<file path="src/rtl/pic_control_unit.sv">
// -----------------------------------------------------------------------------
// pic_control_unit
//
// Clocked bus/control front end of an 8259-style PIC. Decodes CPU writes into
// the ICW1..ICW4 initialisation sequence and OCW1..OCW3, sequences the
// two-pulse INTA handshake, issues one-cycle commands to the priority block
// and returns status bytes / the interrupt vector on DOUT.
//
// Optional feature macro: PIC_ICW3_EN
//   defined   -> ICW3 state and cascade latch present (SNGL=0 needs ICW3)
//   undefined -> no ICW3 state, SNGL ignored
//
// Ports:
//   CLK, RST_N            clock (rising edge), asynchronous active-low reset
//   CS_N, WR_N, RD_N, A0  CPU bus strobes / register select
//   DIN[7:0]              CPU write data
//   INTA_N                interrupt acknowledge strobe
//   PRIORITY_DATA[7:0]    response data from the priority block
//   PRIORITY_MODE[2:0]    response tag (3'b101 = vector level valid)
//   CU_MODE/CU_DATA       command + payload to the priority block
//   CU_WRITE              one-cycle command strobe
//   DOUT/DOUT_EN          read / vector data to the CPU and its drive enable
//   READY                 initialisation complete
// -----------------------------------------------------------------------------
module pic_control_unit #(
    parameter int SYNC_STAGES = 2
) (
    input  logic       CLK,
    input  logic       RST_N,
    input  logic       CS_N,
    input  logic       WR_N,
    input  logic       RD_N,
    input  logic       A0,
    input  logic [7:0] DIN,
    input  logic       INTA_N,
    input  logic [7:0] PRIORITY_DATA,
    input  logic [2:0] PRIORITY_MODE,
    output logic [2:0] CU_MODE,
    output logic [7:0] CU_DATA,
    output logic       CU_WRITE,
    output logic [7:0] DOUT,
    output logic       DOUT_EN,
    output logic       READY
);

    typedef enum logic [2:0] {
        ST_UNINIT = 3'd0,
        ST_ICW2   = 3'd1,
`ifdef PIC_ICW3_EN
        ST_ICW3   = 3'd2,
`endif
        ST_ICW4   = 3'd3,
        ST_OPER   = 3'd4
    } state_t;

    localparam logic [2:0] CMD_RD_IRR = 3'b000;
    localparam logic [2:0] CMD_RD_ISR = 3'b001;
    localparam logic [2:0] CMD_WR_IMR = 3'b010;
    localparam logic [2:0] CMD_OCW2   = 3'b011;
    localparam logic [2:0] CMD_INIT   = 3'b100;
    localparam logic [2:0] CMD_IDLE   = 3'b101;
    localparam logic [2:0] CMD_INTA   = 3'b110;
    localparam logic [2:0] CMD_RESET  = 3'b111;

    // Strobe synchronisers (idle high) and previous synchronised values.
    logic [SYNC_STAGES-1:0] wr_sync_q, wr_sync_d;
    logic [SYNC_STAGES-1:0] rd_sync_q, rd_sync_d;
    logic [SYNC_STAGES-1:0] inta_sync_q, inta_sync_d;
    logic wr_prev_q, wr_prev_d, rd_prev_q, rd_prev_d, inta_prev_q, inta_prev_d;

    // Bus sample taken while synchronised WR_N is low.
    logic       a0_lat_q, a0_lat_d, cs_lat_q, cs_lat_d;
    logic [7:0] din_lat_q, din_lat_d;

    // One-deep pending flags with their captured payloads.
    logic       ack_pend_q, ack_pend_d, wr_pend_q, wr_pend_d, rd_pend_q, rd_pend_d;
    logic       wr_a0_p_q, wr_a0_p_d, rd_a0_p_q, rd_a0_p_d;
    logic [7:0] wr_din_p_q, wr_din_p_d;

    // Initialisation / operating state.
    state_t     state_q, state_d;
    logic       ic4_q, ic4_d, ltim_q, ltim_d, aeoi_q, aeoi_d;
    logic       rsel_q, rsel_d, inta_cnt_q, inta_cnt_d;
    logic [4:0] base_q, base_d;
    logic [7:0] imr_q, imr_d;
`ifdef PIC_ICW3_EN
    logic       sngl_q, sngl_d;
    logic [7:0] cascade_q, cascade_d;
`endif

    // Deferred captures and DOUT_EN sources.
    logic prd_cap_q, prd_cap_d, vec_cap_q, vec_cap_d;
    logic rd_act_q, rd_act_d, inta_act_q, inta_act_d;

    // Registered outputs.
    logic [2:0] cu_mode_q, cu_mode_d;
    logic [7:0] cu_data_q, cu_data_d, dout_q, dout_d;
    logic       cu_write_q, cu_write_d, dout_en_q, dout_en_d, ready_q, ready_d;

    logic wr_s, rd_s, inta_s;
    logic wr_evt, rd_evt, ack_evt;
    logic ack_want, wr_want, rd_want;
    logic       w_a0, r_a0;
    logic [7:0] w_din;
    logic       finish;

    assign wr_s   = wr_sync_q[SYNC_STAGES-1];
    assign rd_s   = rd_sync_q[SYNC_STAGES-1];
    assign inta_s = inta_sync_q[SYNC_STAGES-1];

    assign wr_evt  = ~wr_prev_q & wr_s & ~cs_lat_q;
    assign rd_evt  = rd_prev_q & ~rd_s & ~CS_N;
    assign ack_evt = inta_prev_q & ~inta_s;

    // A fresh event is served straight away when its slot is free, so the
    // pending flag only costs latency when a higher-priority event wins.
    assign ack_want = ack_pend_q | ack_evt;
    assign wr_want  = wr_pend_q | wr_evt;
    assign rd_want  = rd_pend_q | rd_evt;

    assign w_a0  = wr_pend_q ? wr_a0_p_q  : a0_lat_q;
    assign w_din = wr_pend_q ? wr_din_p_q : din_lat_q;
    assign r_a0  = rd_pend_q ? rd_a0_p_q  : A0;

    always_comb begin
        wr_sync_d   = {wr_sync_q[SYNC_STAGES-2:0], WR_N};
        rd_sync_d   = {rd_sync_q[SYNC_STAGES-2:0], RD_N};
        inta_sync_d = {inta_sync_q[SYNC_STAGES-2:0], INTA_N};
        wr_prev_d   = wr_s;
        rd_prev_d   = rd_s;
        inta_prev_d = inta_s;

        a0_lat_d  = a0_lat_q;
        din_lat_d = din_lat_q;
        cs_lat_d  = cs_lat_q;
        if (!wr_s) begin
            a0_lat_d  = A0;
            din_lat_d = DIN;
            cs_lat_d  = CS_N;
        end

        ack_pend_d = ack_pend_q;
        wr_pend_d  = wr_pend_q;
        rd_pend_d  = rd_pend_q;
        wr_a0_p_d  = wr_pend_q ? wr_a0_p_q  : a0_lat_q;
        wr_din_p_d = wr_pend_q ? wr_din_p_q : din_lat_q;
        rd_a0_p_d  = rd_pend_q ? rd_a0_p_q  : A0;

        state_d    = state_q;
        ic4_d      = ic4_q;
        ltim_d     = ltim_q;
        aeoi_d     = aeoi_q;
        rsel_d     = rsel_q;
        inta_cnt_d = inta_cnt_q;
        base_d     = base_q;
        imr_d      = imr_q;
`ifdef PIC_ICW3_EN
        sngl_d     = sngl_q;
        cascade_d  = cascade_q;
`endif
        prd_cap_d  = 1'b0;
        vec_cap_d  = 1'b0;
        rd_act_d   = rd_act_q;
        inta_act_d = inta_act_q;
        cu_mode_d  = cu_mode_q;
        cu_data_d  = cu_data_q;
        cu_write_d = 1'b0;
        dout_d     = dout_q;
        finish     = 1'b0;

        // Captures requested by a command issued in the previous cycle.
        if (prd_cap_q) begin
            dout_d = PRIORITY_DATA;
        end
        if (vec_cap_q) begin
            dout_d     = {base_q, (PRIORITY_MODE == 3'b101) ? PRIORITY_DATA[2:0] : 3'b111};
            inta_act_d = 1'b1;
        end

        if (rd_evt) begin
            rd_act_d = 1'b1;
        end
        if (rd_s) begin
            rd_act_d = 1'b0;
        end
        if (inta_s) begin
            inta_act_d = 1'b0;
        end

        // One event served per cycle: ack > write > read.
        if (ack_want) begin
            ack_pend_d = 1'b0;
            wr_pend_d  = wr_want;
            rd_pend_d  = rd_want;
            if (state_q != ST_UNINIT) begin
                inta_cnt_d = ~inta_cnt_q;
                cu_write_d = 1'b1;
                cu_mode_d  = CMD_INTA;
                cu_data_d  = 8'h00;
                // Second pulse: the level arrives on PRIORITY_* next cycle.
                vec_cap_d  = inta_cnt_q;
            end
        end else if (wr_want) begin
            wr_pend_d = 1'b0;
            rd_pend_d = rd_want;
            if (!w_a0 && w_din[4]) begin
                ic4_d      = w_din[0];
                ltim_d     = w_din[3];
`ifdef PIC_ICW3_EN
                sngl_d     = w_din[1];
`endif
                aeoi_d     = 1'b0;
                rsel_d     = 1'b0;
                inta_cnt_d = 1'b0;
                cu_write_d = 1'b1;
                cu_mode_d  = CMD_RESET;
                cu_data_d  = w_din;
                state_d    = ST_ICW2;
            end else begin
                case (state_q)
                    ST_ICW2: begin
                        if (w_a0) begin
                            base_d = w_din[7:3];
`ifdef PIC_ICW3_EN
                            if (!sngl_q)    state_d = ST_ICW3;
                            else if (ic4_q) state_d = ST_ICW4;
                            else            finish  = 1'b1;
`else
                            if (ic4_q) state_d = ST_ICW4;
                            else       finish  = 1'b1;
`endif
                        end
                    end
`ifdef PIC_ICW3_EN
                    ST_ICW3: begin
                        if (w_a0) begin
                            cascade_d = w_din;
                            if (ic4_q) state_d = ST_ICW4;
                            else       finish  = 1'b1;
                        end
                    end
`endif
                    ST_ICW4: begin
                        if (w_a0) begin
                            aeoi_d = w_din[1];
                            finish = 1'b1;
                        end
                    end
                    ST_OPER: begin
                        if (w_a0) begin
                            imr_d      = w_din;
                            cu_write_d = 1'b1;
                            cu_mode_d  = CMD_WR_IMR;
                            cu_data_d  = w_din;
                        end else if (!w_din[3]) begin
                            cu_write_d = 1'b1;
                            cu_mode_d  = CMD_OCW2;
                            cu_data_d  = w_din;
                        end else if (w_din[1]) begin
                            rsel_d = w_din[0];
                        end
                    end
                    default: ;
                endcase
            end
            if (finish) begin
                cu_write_d = 1'b1;
                cu_mode_d  = CMD_INIT;
                cu_data_d  = {6'b0, ltim_q, aeoi_d};
                state_d    = ST_OPER;
            end
        end else if (rd_want) begin
            rd_pend_d = 1'b0;
            if (state_q == ST_UNINIT) begin
                dout_d = 8'h00;
            end else if (r_a0) begin
                dout_d = imr_q;
            end else begin
                cu_write_d = 1'b1;
                cu_mode_d  = rsel_q ? CMD_RD_ISR : CMD_RD_IRR;
                cu_data_d  = 8'h00;
                prd_cap_d  = 1'b1;
            end
        end

        dout_en_d = rd_act_d | inta_act_d;
        ready_d   = (state_d == ST_OPER);
    end

    always_ff @(posedge CLK or negedge RST_N) begin
        if (!RST_N) begin
            wr_sync_q   <= '1;
            rd_sync_q   <= '1;
            inta_sync_q <= '1;
            wr_prev_q   <= 1'b1;
            rd_prev_q   <= 1'b1;
            inta_prev_q <= 1'b1;
            a0_lat_q    <= 1'b0;
            din_lat_q   <= 8'h00;
            cs_lat_q    <= 1'b1;
            ack_pend_q  <= 1'b0;
            wr_pend_q   <= 1'b0;
            rd_pend_q   <= 1'b0;
            wr_a0_p_q   <= 1'b0;
            wr_din_p_q  <= 8'h00;
            rd_a0_p_q   <= 1'b0;
            state_q     <= ST_UNINIT;
            ic4_q       <= 1'b0;
            ltim_q      <= 1'b0;
            aeoi_q      <= 1'b0;
            rsel_q      <= 1'b0;
            inta_cnt_q  <= 1'b0;
            base_q      <= 5'd0;
            imr_q       <= 8'h00;
`ifdef PIC_ICW3_EN
            sngl_q      <= 1'b0;
            cascade_q   <= 8'h00;
`endif
            prd_cap_q   <= 1'b0;
            vec_cap_q   <= 1'b0;
            rd_act_q    <= 1'b0;
            inta_act_q  <= 1'b0;
            cu_mode_q   <= CMD_IDLE;
            cu_data_q   <= 8'h00;
            cu_write_q  <= 1'b0;
            dout_q      <= 8'h00;
            dout_en_q   <= 1'b0;
            ready_q     <= 1'b0;
        end else begin
            wr_sync_q   <= wr_sync_d;
            rd_sync_q   <= rd_sync_d;
            inta_sync_q <= inta_sync_d;
            wr_prev_q   <= wr_prev_d;
            rd_prev_q   <= rd_prev_d;
            inta_prev_q <= inta_prev_d;
            a0_lat_q    <= a0_lat_d;
            din_lat_q   <= din_lat_d;
            cs_lat_q    <= cs_lat_d;
            ack_pend_q  <= ack_pend_d;
            wr_pend_q   <= wr_pend_d;
            rd_pend_q   <= rd_pend_d;
            wr_a0_p_q   <= wr_a0_p_d;
            wr_din_p_q  <= wr_din_p_d;
            rd_a0_p_q   <= rd_a0_p_d;
            state_q     <= state_d;
            ic4_q       <= ic4_d;
            ltim_q      <= ltim_d;
            aeoi_q      <= aeoi_d;
            rsel_q      <= rsel_d;
            inta_cnt_q  <= inta_cnt_d;
            base_q      <= base_d;
            imr_q       <= imr_d;
`ifdef PIC_ICW3_EN
            sngl_q      <= sngl_d;
            cascade_q   <= cascade_d;
`endif
            prd_cap_q   <= prd_cap_d;
            vec_cap_q   <= vec_cap_d;
            rd_act_q    <= rd_act_d;
            inta_act_q  <= inta_act_d;
            cu_mode_q   <= cu_mode_d;
            cu_data_q   <= cu_data_d;
            cu_write_q  <= cu_write_d;
            dout_q      <= dout_d;
            dout_en_q   <= dout_en_d;
            ready_q     <= ready_d;
        end
    end

    assign CU_MODE  = cu_mode_q;
    assign CU_DATA  = cu_data_q;
    assign CU_WRITE = cu_write_q;
    assign DOUT     = dout_q;
    assign DOUT_EN  = dout_en_q;
    assign READY    = ready_q;

endmodule

</file>
<file path="config.mk">
export PLATFORM = sky130hd
export DESIGN_NAME = pic_control_unit
export DESIGN_NICKNAME = d
export VERILOG_FILES = /design/src/rtl/pic_control_unit.sv
export SDC_FILE = /design/constraint.sdc
export NUM_CORES = 1
export LEC_CHECK = 0
export ABC_AREA = 1
export CAP_MARGIN = 20
export CORE_MARGIN = 2
export CORE_UTILIZATION = 59
export CTS_BUF_LIST = sky130_fd_sc_hd__clkbuf_8
export CTS_CLUSTER_SIZE = 14
export DETAILED_ROUTE_END_ITERATION = 7
export DONT_BUFFER_PORTS = 1
export PLACE_DENSITY = 0.78
export SLEW_MARGIN = 20
export SYNTH_ARGS = -nofsm -noshare
export SYNTH_HDL_FRONTEND = slang
export SYNTH_SLANG_ARGS = --single-unit
</file>
<file path="constraint.sdc">
create_clock -name CLK -period 1.34 [get_ports CLK]
set_input_delay 0.268 -clock CLK [delete_from_list [all_inputs] [get_ports CLK]]
set_output_delay 0.268 -clock CLK [all_outputs]
set_load 0.05 [all_outputs]
</file>
==> results of run 1 <==
-- worst register-to-register path, stage by stage, from the launching register on --
cell	delay, ns
dfrtp_1	0.43
buf_6	0.16
nand2_1	0.11
nand2_4	0.09
nand2_8	0.12
buf_4	0.13
nand3_1	0.10
nand2_1	0.11
nand2_1	0.10
nand3_2	0.10
nand2_1	0.05
-- state kept, by name, summed over array words and instances, names as in the netlist, 3 cells and up --
name / flops
din_lat_q: 8
wr_din_p_q: 8
imr_q: 8
DOUT: 8
base_q: 5
CU_DATA: 8
state_q: 3
CU_MODE: 3
-- kinds of logic after synthesis --
kind of cell	after synthesis	synth area share, %
AND/OR/NAND/NOR	151	21.0
flip-flops	78	58.2
multiplexers	7	2.33
buffers and inverters	55	7.22
AO/OA/AOI/OAI	64	11.2
-- routing by layer --
| metal | share of wire, % | track usage, % | wire [µm] |
|---|---|---|---|
| met3 | 6.5 | 5.77 | 550 |
| met2 | 51 | 43.3 | 4330 |
| met1 | 40 | 34.1 | 3350 |
| met5 | 0 | 0 | 0 |
| met4 | 2.9 | 10.7 | 244 |
-- power by group through the flow --
stage	Sequential [mW]	Clock, mW	Combinational (mW)
after global routing	3.72	1.65	2.95
after detailed placement	3.68	0	2.35
after CTS	3.64	1.55	2.42
after global placement	3.66	0	2.27
final	3.66	1.54	2.73
after floorplan	4.02	0	1.20
-- repair_timing --
| action | in CTS | in global routing |
|---|---|---|
| setup endpoints to repair | 40 | 46 |
| pin swaps | 2 | 9 |
| setup buffers | 4 | 6 |
| resized for setup | 16 | 56 |
| cloned | 0 | 2 |
| hold endpoints to repair | 81 | 78 |
-- synth_stat cells (6+ instances only) --
| master | number | area, µm² |
|---|---|---|
| a21oi_1 | 11 | 55.1 |
| dfstp_2 | 12 | 315 |
| inv_1 | 45 | 169 |
| nand2_1 | 89 | 334 |
| o22ai_1 | 8 | 50.1 |
| mux2_2 | 7 | 78.8 |
| nand2_2 | 8 | 50.1 |
| nand3_1 | 12 | 60.1 |
| o21ai_2 | 10 | 87.6 |
| nand2_4 | 6 | 67.6 |
| o21ai_0 | 29 | 145 |
| dfrtp_1 | 66 | 1650 |
| nor2_1 | 22 | 82.6 |
-- per-stage QoR --
step	TNS, ns	cells
finish	-6.50	496
global route	-9.37	496
CTS	-5.41	491
detailed placement	-5.58	468
global placement	-4.02	468
floorplan	-2.71	355
-- worst min-delay path by stage --
stage / startpoint / to / slack, ns
after detailed placement: RST_N / DOUT[7] / -0.03
after CTS: RST_N / DOUT[2] / -0.40
final: RST_N / DOUT[7] / -0.39
after floorplan: RST_N / CU_DATA[0] / -0.03
after global routing: RST_N / rd_a0_p_q / -0.41
after global placement: RST_N / imr_q[7] / -0.03
-- area by class of cell --
cell class                 count  area (µm²)
fill                         315        1210
clock buffer                  10         138
timing repair buffer          60         528
tap                           72        90.1
clock inverter                 6        32.5
multi-input combinational    222        1350
sequential                    78        1970
inverter                      48         191
==> metrics, run 1 <==
Hold Fails Final Rpt 78; Final Cell Area 4300 µm²; commonest non-fill, non-tap cell in the layout nand2_1; Mapped Cells 355; CP delay by family, top simple AND/OR/NAND/NOR gates; Worst-Margin Slew 0.504 ns; syn_nets 381; PortBufs 0; first-pass GRT wire length 12500 µm; Power Total 7.93 mW; outcome finished with violations; final hold slack -0.392 ns; P&R area growth vs syn 27.2%; Period Utilization, post-route 119%; post-route ant nets 0; Global Route Usage Sum 26.4%; final setup fails 43; Overflow after GRT 0; Synth cell types 30; fin util 78.1%; worst-skew pair later-pin latency 0.35 ns; switching power 3.22 mW; Hold Crit Class in -> async; RSZ-0062 raised after global routing true; EDFF count, synth 0; VDD IR max 0.00107 V; DR WL/cell 17.1 µm; crit path buf inv count 2; Syn. warnings 0; core footprint 5510 µm²; CTS tree built; reg-to-reg slack, setup -0.26 ns; Post-Route WL 8470 µm; CP max stage delay 0.43 ns; end point of the critical path CU_DATA[0]; Clock power frac 19.4%; Comb pwr share 34.5%; sequential share of power 46.1%; Worst Path Required 1.58 ns; layout cell share with drive strength beyond 1 38.7%; Top FF cell, synth dfrtp_1; fin. max-slew vios 0; H-tree depth 3; clk slew on worst S/H paths 0.08 ns; final net count 445; vias in the first global route 2674; Initial Utilization 61.3%; sequential area share after synthesis 58.2%; worst-path cell chain buf_6, nand2_1, nand2_4, nand2_8, buf_4, nand3_1, nand2_1, nand2_1, nand3_2, nand2_1; crit path max fanout 6; Startpoint Class flop; worst r2r src wr_pend_q; Crit Path Class reg -> reg; CP dominant cell by count nand2_1; RR Endpoint CU_DATA[0]; Critical Path AT 1.84 ns; Tmin final 1.60 ns; Area after DPL 3800 µm²; Leak 2.10 nW; Setup WS post-layout -0.257 ns; Yosys reg bits 78; Clock Skew 0.00745 ns; full die area 6350 µm²; DR vias 2829; synthesized cell area 3380 µm²; Antenna Cells 0; fraction of registers with async set/reset 100%; DRT Pass-1 Iters 5; CP endpoint kind flop; I/O pins 48; Net Sw Frac 40.6%; crit path max-delay cell type dfrtp_1; failing checks hold timing, setup timing; MaxCap Viol Count 0; Std-Cell Rows 27; most frequent cells in the layout nand2_1 (76), dfrtp_1 (66), buf_4 (45); initial DRC count 202; f_max 0.626 GHz; Die H 79.7 µm; Slew HR 66.4%; Mean Syn Cell Area 9.52 µm²; Worst R2R Path Depth 10; DIE WIDTH 79.7 µm; Worst Setup SP wr_pend_q; Clock Sinks 78; CP Depth 10; Via density 5.70; final estimated routing congestion in global placement 0.853; TritonCTS buffer count 9; Power Density 1850 nW/µm²; largest net degree at the start of global routing 79; Max Root-Sink Buffers 2; drt drc 0; hold_buf cts 3; Root Driver clkbuf_8; internal power 4.71 mW; initial antenna violation count 0; post-DP HPWL 5160 µm; pre-CTS setup slack -0.202 ns
Power figures use the tool's default switching activity.
==> run 2, diff against run 1 <==
GPL_ROUTABILITY_DRIVEN = 0   (was default)
MAX_ROUTING_LAYER = met4   (was default)
==> metrics, run 2 (synthesis results as in run 1) <==
most frequent cells in the layout dfrtp_1 (65), nand2_1 (60), buf_4 (50); MaxCap Viol Count 0 (unchanged); fin util 85.5% (+7.4 points); full die area 6350 µm² (unchanged); VDD IR max 0.00138 V (+29%); CP Depth 6 (-4); Worst Path Required 1.56 ns (-0.02 ns); crit path max fanout 8 (+2); failing checks hold timing, setup timing; Critical Path AT 1.93 ns (+0.09 ns); outcome finished with violations; Initial Utilization 61.3% (unchanged); Power Density 1870 nW/µm² (+1.5%); TritonCTS buffer count 9 (unchanged); I/O pins 48 (unchanged); Hold Fails Final Rpt 78 (unchanged); DR vias 3211 (+14%); Die H 79.7 µm (unchanged); DR WL/cell 22.2 µm (+30%); post-route ant nets 0 (unchanged); Non-Filler Instances 512 (+3.2%); crit path max-delay cell type dfstp_2; f_max 0.585 GHz (-6.6%); PortBufs 0 (unchanged); Leak 2.33 nW (+11%); Post-Route WL 11400 µm (+34%); core footprint 5510 µm² (unchanged); Root Driver clkbuf_8; Clock Skew 0.0239 ns (+0.0164 ns); Hold Crit Class in -> async; DRT Pass-1 Iters 5 (unchanged); H-tree depth 3 (unchanged); Period Utilization, post-route 128% (+8.4 points); initial antenna violation count 0 (unchanged); Global Route Usage Sum 29.3% (+2.9 points); Std-Cell Rows 27 (unchanged); Setup WS post-layout -0.369 ns (-0.113 ns); Max Root-Sink Buffers 2 (unchanged); final setup fails 51 (+19%); crit path buf inv count 0 (-2); CP endpoint kind flop; post-DP HPWL 5130 µm (-0.63%); pre-CTS setup slack -0.189 ns (+0.0123 ns); FILL cells 236 (-25%); hold_buf cts 3 (unchanged); worst-path cell chain nand3b_1, nand2_4, nor2_2, nand2_1, a21oi_4, o22ai_1; final net count 461 (+3.6%); Slew HR 64.0% (-2.4 points); CP max stage delay 0.54 ns (+0.11 ns); first-pass GRT wire length 13200 µm (+5.8%); worst-skew pair later-pin latency 0.37 ns (+0.02 ns); Worst R2R Path Depth 6 (-4); initial DRC count 492 (+140%); Overflow after GRT 0 (unchanged); drt drc 0 (unchanged); Clock Sinks 78 (unchanged); Crit Path Class reg -> reg; Startpoint Class flop; Power Total 8.82 mW (+11%); largest net degree at the start of global routing 79 (unchanged); clk slew on worst S/H paths 0.10 ns (+0.02 ns); P&R area growth vs syn 39.3%; CP delay by family, top simple AND/OR/NAND/NOR gates; DIE WIDTH 79.7 µm (unchanged); RSZ-0062 raised after global routing true; Antenna Cells 0 (unchanged); fin. max-slew vios 0 (unchanged); Tmin final 1.71 ns (+0.113 ns); vias in the first global route 2806 (+4.9%); Worst-Margin Slew 0.539 ns (+0.0359 ns); commonest non-fill, non-tap cell in the layout dfrtp_1; CTS tree built; # placed instances 468 (unchanged); final hold slack -0.421 ns (-0.0293 ns); Via density 6.27 (+10%); layout cell share with drive strength beyond 1 46.6% (+7.9 points)
[run 2: changes by cell type in the layout (fill, tap and decap cells not counted), sizes merged]
cell	delta
bufinv	+1
inv	-2
clkbuf	+1
buf	+13
clkinv	+2
nand2	+1
[run 2: area by class of cell]
type | instances | area, µm² | share of cell area, %
Sequential cell | 78 | 1980 | 42.0
Multi-Input combinational cell | 223 | 1520 | 32.3
Timing Repair Buffer | 74 | 724 | 15.4
Inverter | 48 | 194 | 4.12
Clock buffer | 10 | 138 | 2.92
Tap cell | 72 | 90.1 | 1.91
Clock inverter | 6 | 55.1 | 1.17
Timing Repair inverter | 1 | 7.51 | 0.160
[run 2: through the flow]
stage | setup TNS (ns) | area (µm²)
floorplan | -2.71 | 3390
global placement | -3.85 | 3810
detailed placement | -5.27 | 3810
CTS | -5.55 | 4250
global route | -13.08 | 4710
finish | -10.42 | 4710
[run 2: power breakdown]
| part | internal [mW] | switching (mW) |
|---|---|---|
| combinational | 1.27 | 1.99 |
| clock | 0.893 | 0.894 |
| sequential | 2.97 | 0.796 |
| total | 5.13 | 3.68 |
[run 2: timing repair]
action	CTS	global route
pin swaps	6	16
cloned	2	4
setup endpoints to repair	39	49
buffers inserted	11	9
gates resized for setup	31	104
endpoints found under the hold margin	81	78
[run 2: final timing paths]
check | start | endpoint | slack, ns
worst max-delay path | cs_lat_q | DOUT[5] | -0.37
worst min-delay path | RST_N | rsel_q | -0.42
worst max register to register | cs_lat_q | DOUT[5] | -0.37
worst min register to register | rd_sync_q[0] | rd_sync_q[1] | 0.36
max in group asynchronous | RST_N | inta_sync_q[1] | 1.55
min in group CLK | DIN[5] | din_lat_q[5] | 0.06
[run 2: per-layer routing]
metal | global-route usage (%) | vias to the layer above | wire (µm)
met1 | 34.1 | 1554 | 3970
met2 | 47.2 | 274 | 5650
met3 | 7.58 | 87 | 1030
met4 | 14.7 | 0 | 716
met5 | - | - | 0
li1 | - | 1296 | -
[run 2: worst reg2reg max path, delay by kind of cell (launching register included)]
| family | cells | cell delay (ns) |
|---|---|---|
| flip-flops | 1 | 0.54 |
| AND/OR/NAND/NOR | 4 | 0.60 |
| AO/OA/AOI/OAI | 2 | 0.44 |
